==> src/rtl/mod_down_counter_load_pkg.sv <==
`default_nettype none
// ============================================================================
// Module      : mod_down_counter_load_pkg
// Description : Shared timing package: state encoding for the loadable
//               down-counter and default sizing used by tick generators.
// Revision    : 1.0 - initial release
// ============================================================================
package mod_down_counter_load_pkg;

  // Default sizing for tick generators built from this counter.
  localparam int c_DEFAULT_WIDTH = 4;
  localparam int c_DEFAULT_LOAD  = 9;

  // Counter state encoding; 2'd3 is unused and recovers to IDLE.
  typedef enum logic [1:0] {
    ST_IDLE = 2'd0,
    ST_RUN  = 2'd1,
    ST_DONE = 2'd2
  } state_t;

  // True for the three encodings the state machine can legally occupy.
  function automatic logic state_is_legal(input state_t s);
    return (s == ST_IDLE) || (s == ST_RUN) || (s == ST_DONE);
  endfunction

endpackage : mod_down_counter_load_pkg
`default_nettype wire

==> src/rtl/mod_down_counter_load_if.sv <==
`default_nettype none
// ============================================================================
// Module      : mod_down_counter_load_if
// Description : Control/status bundle of the loadable down-counter. The
//               master (control FSM or register block) drives the strobes
//               and reload value; the slave (the counter) returns count and
//               status.
// Revision    : 1.0 - initial release
// ============================================================================
interface mod_down_counter_load_if #(
  parameter int WIDTH = 4
) ();

  logic             enable;
  logic             load;
  logic [WIDTH-1:0] load_value;
  logic             start;
  logic             stop;
  logic             auto_reload;
  logic [WIDTH-1:0] Q;
  logic             tc;
  logic             busy;
  logic             done;

  // Controller side.
  modport master (
    output enable, load, load_value, start, stop, auto_reload,
    input  Q, tc, busy, done
  );

  // Counter side.
  modport slave (
    input  enable, load, load_value, start, stop, auto_reload,
    output Q, tc, busy, done
  );

endinterface : mod_down_counter_load_if
`default_nettype wire

==> src/rtl/mod_down_counter_load.sv <==
`default_nettype none
// ============================================================================
// Module      : mod_down_counter_load
// Description : Loadable, programmable-modulus down-counter/timer. Counts a
//               loaded value down to zero under an enable strobe, emits a
//               registered one-cycle terminal-count pulse, then either
//               auto-reloads (periodic tick) or parks in DONE (one-shot).
// Revision    : 1.0 - initial release
// ============================================================================
module mod_down_counter_load
  import mod_down_counter_load_pkg::*;
#(
  parameter int WIDTH        = c_DEFAULT_WIDTH,
  parameter int DEFAULT_LOAD = c_DEFAULT_LOAD
) (
  input  wire logic               clk,
  input  wire logic               reset_n,
  mod_down_counter_load_if.slave  bus
);

  // A reset value that does not fit the count register is a build error.
  generate
    if ((DEFAULT_LOAD < 0) || (DEFAULT_LOAD >= (2 ** WIDTH))) begin : g_bad_default_load
      $fatal(1, "mod_down_counter_load: DEFAULT_LOAD=%0d does not fit in WIDTH=%0d",
             DEFAULT_LOAD, WIDTH);
    end
  endgenerate

  localparam logic [WIDTH-1:0] c_LOAD_INIT = WIDTH'(DEFAULT_LOAD);
  localparam logic [WIDTH-1:0] c_ZERO      = '0;
  localparam logic [WIDTH-1:0] c_ONE       = WIDTH'(1);

  state_t           r_state;
  logic [WIDTH-1:0] r_q;
  logic [WIDTH-1:0] r_reload;
  logic             r_tc;

  state_t           w_state_nxt;
  logic [WIDTH-1:0] w_q_nxt;
  logic [WIDTH-1:0] w_reload_nxt;
  logic             w_tc_nxt;
  logic             w_at_zero;

  assign w_at_zero = (r_q == c_ZERO);

  // Next-state / next-count decode, in priority order load > stop > start > count.
  always_comb begin
    w_state_nxt  = r_state;
    w_q_nxt      = r_q;
    w_reload_nxt = r_reload;
    w_tc_nxt     = 1'b0;

    if (bus.load) begin
      // A load discards whatever count was in flight and parks in IDLE.
      w_reload_nxt = bus.load_value;
      w_q_nxt      = bus.load_value;
      w_state_nxt  = ST_IDLE;
    end else if (!state_is_legal(r_state)) begin
      // Unused encoding: fall back to IDLE keeping the held count.
      w_state_nxt = ST_IDLE;
    end else if (bus.stop && (r_state != ST_IDLE)) begin
      // Abort from RUN or DONE; the count is frozen where it stood.
      w_state_nxt = ST_IDLE;
    end else begin
      case (r_state)
        ST_IDLE: begin
          // Resume from the held count, no reload.
          if (bus.start) begin
            w_state_nxt = ST_RUN;
          end
        end

        ST_DONE: begin
          // Restarting an expired one-shot re-arms from the reload register.
          if (bus.start) begin
            w_q_nxt     = r_reload;
            w_state_nxt = ST_RUN;
          end
        end

        ST_RUN: begin
          // start is ignored while running; only the enable strobe matters.
          if (bus.enable) begin
            if (!w_at_zero) begin
              w_q_nxt = r_q - c_ONE;
            end else begin
              // Zero is consumed this cycle: pulse tc, then reload or expire.
              w_tc_nxt = 1'b1;
              if (bus.auto_reload) begin
                w_q_nxt = r_reload;
              end else begin
                w_state_nxt = ST_DONE;
              end
            end
          end
        end

        default: begin
          w_state_nxt = ST_IDLE;
        end
      endcase
    end
  end

  // State and datapath registers with asynchronous active-low reset.
  always_ff @(posedge clk or negedge reset_n) begin
    if (!reset_n) begin
      r_state  <= ST_IDLE;
      r_q      <= c_LOAD_INIT;
      r_reload <= c_LOAD_INIT;
      r_tc     <= 1'b0;
    end else begin
      r_state  <= w_state_nxt;
      r_q      <= w_q_nxt;
      r_reload <= w_reload_nxt;
      r_tc     <= w_tc_nxt;
    end
  end

  // Status decodes straight from the state register, so they never glitch.
  assign bus.Q    = r_q;
  assign bus.tc   = r_tc;
  assign bus.busy = (r_state == ST_RUN);
  assign bus.done = (r_state == ST_DONE);

endmodule : mod_down_counter_load
`default_nettype wire

==> src/flat_wrapper.sv <==
// flat-port wrapper written by rule: the top's interface ports become plain ports
module mod_down_counter_load_flat import mod_down_counter_load_pkg::*;
#(
  parameter int WIDTH        = c_DEFAULT_WIDTH,
  parameter int DEFAULT_LOAD = c_DEFAULT_LOAD
)
  (clk, reset_n, bus_enable, bus_load, bus_load_value, bus_start, bus_stop, bus_auto_reload, bus_Q, bus_tc, bus_busy, bus_done);
  mod_down_counter_load_if #(.WIDTH(WIDTH)) bus_i ();
  input  wire logic clk;
  input  wire logic reset_n;
  input wire logic [$bits(bus_i.enable)-1:0] bus_enable;
  input wire logic [$bits(bus_i.load)-1:0] bus_load;
  input wire logic [$bits(bus_i.load_value)-1:0] bus_load_value;
  input wire logic [$bits(bus_i.start)-1:0] bus_start;
  input wire logic [$bits(bus_i.stop)-1:0] bus_stop;
  input wire logic [$bits(bus_i.auto_reload)-1:0] bus_auto_reload;
  output wire logic [$bits(bus_i.Q)-1:0] bus_Q;
  output wire logic [$bits(bus_i.tc)-1:0] bus_tc;
  output wire logic [$bits(bus_i.busy)-1:0] bus_busy;
  output wire logic [$bits(bus_i.done)-1:0] bus_done;
  assign bus_i.enable = bus_enable;
  assign bus_i.load = bus_load;
  assign bus_i.load_value = bus_load_value;
  assign bus_i.start = bus_start;
  assign bus_i.stop = bus_stop;
  assign bus_i.auto_reload = bus_auto_reload;
  assign bus_Q = bus_i.Q;
  assign bus_tc = bus_i.tc;
  assign bus_busy = bus_i.busy;
  assign bus_done = bus_i.done;
  mod_down_counter_load #(.WIDTH(WIDTH), .DEFAULT_LOAD(DEFAULT_LOAD)) u_core (.clk(clk), .reset_n(reset_n), .bus(bus_i));
endmodule
==> config.mk <==
export PLATFORM = sky130hd
export DESIGN_NAME = mod_down_counter_load_flat
export DESIGN_NICKNAME = d
export VERILOG_FILES = /design/src/rtl/mod_down_counter_load_pkg.sv /design/src/rtl/mod_down_counter_load_if.sv /design/src/rtl/mod_down_counter_load.sv /design/src/flat_wrapper.sv
export SDC_FILE = /design/constraint.sdc
export NUM_CORES = 1
export LEC_CHECK = 0
export BUFFER_PORTS_ARGS = -buffer_cell sky130_fd_sc_hd__buf_2
export CAP_MARGIN = 10
export CORE_MARGIN = 3
export CORE_UTILIZATION = 50
export DETAILED_ROUTE_END_ITERATION = 12
export GPL_TIMING_DRIVEN = 0
export PLACE_DENSITY = 0.87
export SLEW_MARGIN = 15
export SYNTH_ARGS = -nofsm -noshare
export SYNTH_HDL_FRONTEND = slang
export SYNTH_SLANG_ARGS = --single-unit
==> constraint.sdc <==
create_clock -name clk -period 2.3 [get_ports clk]
set_clock_uncertainty 0.2 [all_clocks]
set_input_delay 0.345 -clock clk [delete_from_list [all_inputs] [get_ports clk]]
set_output_delay 0.345 -clock clk [all_outputs]
set_load 0.01 [all_outputs]
==> results of run 1 <==
[metrics by stage]
| step | worst slack [ns] | util [%] | instances | hold WS (ns) |
|---|---|---|---|---|
| after global routing | 0.0555 | 65.1 | 116 | 0.112 |
| after CTS | 0.163 | 65.1 | 116 | 0.0946 |
| after global placement | 0.210 | 62.4 | 111 | 0.0269 |
| final | 0.137 | 65.1 | 116 | 0.0989 |
| after floorplan | 0.304 | - | 79 | -0.151 |
| after detailed placement | 0.174 | 62.4 | 111 | 0.0305 |
[report_power, final]
group          leakage, nW  internal (mW)  switching [mW]
registers            0.132          0.227          0.0309
logic                0.245         0.0872           0.108
clock network       0.0150         0.0674          0.0648
total                0.392          0.381           0.203
[worst paths after layout]
path / startpoint / end / slack, ns / depth (start not counted)
min in group asynchronous: reset_n / u_core.bus.tc / 0.26 / 2
worst min-delay path: bus_load_value[1] / u_core.bus.Q[1] / 0.1 / 3
worst max register to register: u_core.bus.Q[1] / u_core.bus.Q[1] / 0.14 / 6
max in group asynchronous: reset_n / u_core.r_reload[0] / 1.38 / 2
worst max-delay path: u_core.bus.Q[1] / u_core.bus.Q[1] / 0.14 / 6
worst min register to register: u_core.r_reload[0] / u_core.r_reload[0] / 0.29 / 2
[registers in the layout, summed over array words and instances (netlist names)]
register / count
u_core.r_state: 2
u_core.r_reload: 4
u_core.bus.Q: 4
u_core.bus.tc: 1
[final cells by class]
| type | instances | area (sq um) |
|---|---|---|
| Inverter | 11 | 41.3 |
| Sequential cell | 11 | 280 |
| Clock buffer | 4 | 26.3 |
| Buffer | 2 | 7.51 |
| Timing Repair Buffer | 18 | 95.1 |
| Multi-Input combinational cell | 55 | 389 |
| Tap cell | 15 | 18.8 |
| Fill cell | 114 | 459 |
[cells by family (layout without fill, tap and decap cells)]
group	count (synthesis)	in the layout	share of synthesized area, %
fa+ha+maj	5	5	8.71
flops	11	11	39.0
simple gates	26	26	21.3
mux	2	2	3.14
buf+inv	13	35	6.79
compound gates	22	22	21.1
[synth_stat cells]
library cell,instances
a211oi_1,3
a21boi_2,1
a21oi_1,3
a221oi_1,1
and2_1,1
clkbuf_1,2
dfrtp_1,7
dfstp_2,4
ha_1,5
inv_1,11
mux2_1,1
mux2_2,1
nand2_1,6
nand2b_1,4
nand3_1,2
nand4b_1,2
nor2_1,4
nor2b_1,1
nor3_1,1
nor3b_1,1
o211ai_1,2
o21ai_0,7
o21ai_2,1
o221ai_1,3
o311ai_0,1
or3_1,1
or3b_4,1
or4b_1,2
[metal layers]
| layer | part of all wire (%) | vias up |
|---|---|---|
| li1 | - | 328 |
| met1 | 40 | 316 |
| met2 | 50 | 32 |
| met3 | 8.3 | 5 |
| met4 | 1.6 | 0 |
| met5 | 0 | - |
[critical path: stages, from the launching register on]
cell and delay (ns):
dfrtp_1 0.41, inv_1 0.09, ha_1 0.23, or4b_1 0.47, a21boi_2 0.26, nand4b_1 0.23
o221ai_1 0.14
==> results.json, run 1 <==
{
  "num_vias": 681,
  "tightest_slew_ns": 0.411,
  "ys_types": 28,
  "nNetsFinal": 118,
  "post-cts-setup-buffers": 0,
  "yosysTopAreaCellShare_pct": 24.4,
  "netlist_area_sq_um": 718,
  "grt_use_met2_pct": 33.7,
  "ant_nets": 0,
  "cp-end-kind": "flop",
  "fin_area_sq_um": 858,
  "synthTopCellsByArea": "dfrtp_1 (24%), dfstp_2 (15%), ha_1 (8.7%)",
  "critPathLaunchType": "flop",
  "finalSetupTns_ns": 0,
  "yosys_warnings": 0,
  "grtUsageMet3_pct": 7.47,
  "busiest_layer": "met2",
  "syn_area_per_cell_sq_um": 9.09,
  "gr-total-overflow": 0,
  "n_antenna_cell": 0,
  "wl_per_cell_microns": 14.3,
  "drive_gt1_share_pct": 27.7,
  "status": "finished, final reports clean",
  "clk_pin_slew_ns": 0.06,
  "cts_buffers": 3,
  "use_met1_pct": 24.0,
  "grt_max_degree": 12,
  "fp.dieArea_sq_um": 1930,
  "leakage_nw": 0.392,
  "fp-row-count": 13,
  "wirelength_mm": 1.66,
  "syn_to_final_growth_pct": 19.5,
  "die_w_microns": 43.9,
  "dieHeight_microns": 43.9,
  "fin_crit_sh_pct": 94.0,
  "io_pins": 18,
  "gp_routability_congestion": 0.873,
  "drc": 0,
  "initial_core_util_pct": 54.5,
  "syn_inst": 79,
  "clk_path_buf_depth": 2,
  "power.total_uw": 585,
  "crit_fanout": 5,
  "cts_resized": 0,
  "finalHoldViolCount": 0,
  "slew_headroom_pct": 72.6,
  "drt-vias-per-instance": 5.87,
  "clockRootBuffer": "clkbuf_4",
  "final_cell_mix": "buf_2 (17), inv_1 (11), o21ai_0 (7), dfrtp_1 (7), nand2_1 (6)",
  "first_global_vias": 641,
  "htree_num_levels": 1,
  "hp-class": "input port to flop",
  "rsz0062_at_grt": "false",
  "place_area_sq_um": 822,
  "cts_tree": "done",
  "grt_antenna_before_repair": 0,
  "period_minus_slack_ns": 2.16,
  "peakVddDrop_mv": 0.447,
  "dr.pass1.iters": 4,
  "grt_pass1_wl_mm": 2.84,
  "clock_latency_ns": 0.27,
  "cts.sinks": 11,
  "syn_nets": 95,
  "grt_usage_pct": 20.7,
  "power.density_nw_per_um2": 681,
  "io_buffers": 17,
  "cap_viol_max_count": 0,
  "yosysTopAreaCell": "dfrtp_1",
  "ctsHoldBuffers": 1,
  "coreArea_sq_um": 1320,
  "criticalPathCategory": "flop to flop",
  "cp.arrival_ns": 2.11,
  "drtIter0Drc": 31,
  "final_common_cell": "buf_2",
  "dp_hpwl_mm": 1.25,
  "yosysSeqAreaShare_pct": 39.0,
  "setup_violations": 0,
  "timing.fmax_ghz": 0.462,
  "finalMaxSlewViolations": 0,
  "required_ns": 2.24,
  "ys_ff_latch": 11
}
No activity file was read; power rests on OpenSTA's default activity.
==> run 2: changes to the inputs <==
--- a/config.mk
+++ b/config.mk
@@ -5,13 +5,14 @@
 export SDC_FILE = /design/constraint.sdc
 export NUM_CORES = 1
 export LEC_CHECK = 0
+export ABC_AREA = 1
 export BUFFER_PORTS_ARGS = -buffer_cell sky130_fd_sc_hd__buf_2
 export CAP_MARGIN = 10
 export CORE_MARGIN = 3
-export CORE_UTILIZATION = 50
+export CORE_UTILIZATION = 52
 export DETAILED_ROUTE_END_ITERATION = 12
 export GPL_TIMING_DRIVEN = 0
-export PLACE_DENSITY = 0.87
+export PLACE_DENSITY = 0.88
 export SLEW_MARGIN = 15
 export SYNTH_ARGS = -nofsm -noshare
 export SYNTH_HDL_FRONTEND = slang
==> constraint.sdc (replaced) <==
create_clock -name clk -period 2.3 [get_ports clk]
set_clock_uncertainty 0.2 [all_clocks]
set_input_delay 0.345 -clock clk [delete_from_list [all_inputs] [get_ports clk]]
set_output_delay 0.345 -clock clk [all_outputs]
set_load 0.1 [all_outputs]
==> run 2 against run 1 <==
  * Count of clock-buffer cells in the layout unchanged
  * Die area grew 6.8%
  * Maximum frequency grew 6.1%
  * Worst setup slack improved by 0.13 ns
==> results.json, run 2 <==
{
  "synth_compound_gate_area_share_pct": 12.7,
  "hp-class": "input port to flop",
  "ys_ff_latch": 11,
  "use_met1_pct": 24.4,
  "setup_violations": 0,
  "fillers": 126,
  "dp_hpwl_mm": 1.33,
  "async_flop_share_pct": 100,
  "wirelength_mm": 1.72,
  "cts.sinks": 11,
  "hold_start": "bus_load_value[0]",
  "clk_path_buf_depth": 2,
  "critPathLaunchType": "flop",
  "netlist_area_sq_um": 806,
  "io_buffers": 17,
  "yosysSeqAreaShare_pct": 34.8,
  "peakVddDrop_mv": 0.890,
  "num_vias": 801,
  "criticalPathCategory": "flop to output port",
  "grt_pass1_wl_mm": 2.85,
  "synthAdderAreaFrac_pct": 7.76,
  "setup_ws_ns": 0.262,
  "final_cell_mix": "nand2_1 (36), inv_1 (17), buf_2 (17), nor2_1 (8), nand3_1 (8)",
  "grt_max_degree": 12,
  "dieHeight_microns": 45.4,
  "io_pins": 18,
  "finalSetupTns_ns": 0,
  "cts_resized": 0,
  "yosysTopAreaCell": "dfrtp_1",
  "holdPathStages": 3,
  "path_buf_inv": 2,
  "crit_family": "buffers and inverters",
  "coreArea_sq_um": 1380,
  "nNetsFinal": 153,
  "syn_area_per_cell_sq_um": 7.07,
  "rsz0062_at_grt": "false",
  "cp_slowest_cell": "dfrtp_1",
  "synth_edf_count": 0,
  "grt_use_met2_pct": 29.4,
  "dr.pass1.iters": 4,
  "ys_types": 20,
  "cp.arrival_ns": 1.49,
  "leakage_nw": 0.533,
  "initial_core_util_pct": 58.3,
  "drive_gt1_share_pct": 27.2,
  "power.density_nw_per_um2": 1360,
  "place_area_sq_um": 910,
  "clockRootBuffer": "clkbuf_4",
  "htree_num_levels": 1,
  "clock_latency_ns": 0.28,
  "dp_worst_setup_slack_ns": 0.576,
  "fin_util_pct": 68.4,
  "first_global_vias": 735,
  "required_ns": 1.75,
  "finalMaxSlewViolations": 0,
  "cts_buffers": 3,
  "rrSetupSlack_ns": 0.57,
  "fin_area_sq_um": 946,
  "ant_nets": 0,
  "cp_cell_sequence": "inv_1 -> ha_1 -> buf_2",
  "cp-end-kind": "output port",
  "drt-vias-per-instance": 5.30,
  "timing.fmax_ghz": 0.491,
  "grtUsageMet3_pct": 2.79,
  "synthSimpleGateAreaFrac_pct": 33.1,
  "netlist_top_cells_count": "nand2_1 (36), inv_1 (17), nand3_1 (8), nor2_1 (8), dfrtp_1 (7)",
  "gp_routability_congestion": 0.839,
  "fp-row-count": 13,
  "syn_nets": 130,
  "drc": 0,
  "synthTopCellsByArea": "dfrtp_1 (22%), nand2_1 (17%), dfstp_2 (13%)",
  "synth_xor_area_share_pct": 0,
  "n_antenna_cell": 0,
  "gr-total-overflow": 0,
  "cap_viol_max_count": 0,
  "busiest_layer": "met2",
  "holdPathEnd": "u_core.r_reload[0]",
  "period_minus_slack_ns": 2.04,
  "r2r_cells": 9,
  "syn_to_final_growth_pct": 17.4,
  "tightest_slew_ns": 0.485,
  "fp.dieArea_sq_um": 2060,
  "wl_per_cell_microns": 11.4,
  "ys.flop_type": "dfrtp_1",
  "grt_antenna_before_repair": 0,
  "r2r_start": "u_core.bus.Q[0]",
  "syn_inst": 114,
  "finalHoldViolCount": 0,
  "die_w_microns": 45.4,
  "yosys_warnings": 0,
  "synth_most_common_cell": "nand2_1",
  "synth_top_family_by_area": "simple AND/OR/NAND/NOR gates",
  "final_common_cell": "nand2_1",
  "slowest_delay_ns": 0.46,
  "cts_tree": "done",
  "worst_r2r_endpoint": "u_core.bus.Q[3]",
  "slew_headroom_pct": 67.9,
  "fin_crit_sh_pct": 88.6,
  "crit_fanout": 6,
  "whs_ns": 0.110,
  "yosysTopAreaCellShare_pct": 21.7,
  "drtIter0Drc": 10,
  "synth_mux_area_share_pct": 0,
  "clk_pin_slew_ns": 0.07,
  "status": "finished, final reports clean",
  "grt_usage_pct": 19.4
}
run 2: worst reg2reg max path, cell delays in order, from the launching register on:
cell and delay, ns:
dfstp_2 0.56, inv_1 0.07, ha_1 0.26, nand2_2 0.17, nand2_1 0.08, o21ai_0 0.08, nand2_1 0.08, nand2_1 0.06
nand2_1 0.05, nand2_1 0.06
run 2: logic make-up (layout without fill, tap and decap cells):
family | Yosys count | count (layout)
AOI/OAI and AO/OA | 16 | 16
and+or+nand+nor | 61 | 61
adders and majority gates | 5 | 5
DFF | 11 | 11
buffers and inverters | 21 | 43
run 2: per-layer routing:
metal	share of wire [%]	wire length, microns	vias up
li1	-	-	404
met5	0	0	-
met4	3.3	56	0
met1	46	784	359
met3	6.9	119	7
met2	44	756	31
run 2: what timing repair did:
item,4_1_cts,5_1_grt
hold buffers,1,0
endpoints found under the hold margin,11,0
setup buffers,0,0
run 2: final cells by class:
class / instances / area, sq um / share of cell area (%)
inverters: 19 / 71.3 / 7.54
multi-input cells: 82 / 432 / 45.6
repair buffers: 18 / 95.1 / 10.1
flip-flops and latches: 11 / 280 / 29.6
well taps: 15 / 18.8 / 1.98
plain buffers: 2 / 22.5 / 2.38
clock buffers: 4 / 26.3 / 2.78
run 2: worst max path at each step:
stage	startpoint	end	cells past startpoint	slack, ns
after floorplan	u_core.r_state[1]	u_core.bus.Q[2]	9	0.03
after global placement	u_core.r_state[0]	bus_done	3	0.61
after detailed placement	u_core.r_state[0]	bus_done	3	0.58
after CTS	u_core.r_state[0]	bus_done	3	0.26
after global routing	u_core.r_state[0]	bus_done	3	0.20
final	u_core.r_state[0]	bus_done	3	0.26
run 2: per-stage QoR:
stage               power (mW)  instances
floorplan                 1.02        114
global placement          1.13        146
detailed placement        1.15        146
CTS                       1.29        151
global route              1.38        151
finish                    1.29        151
run 2: power breakdown:
group          internal (mW)  switching, mW
clock                 0.0674         0.0708
combinational          0.202          0.624
sequential             0.260         0.0661
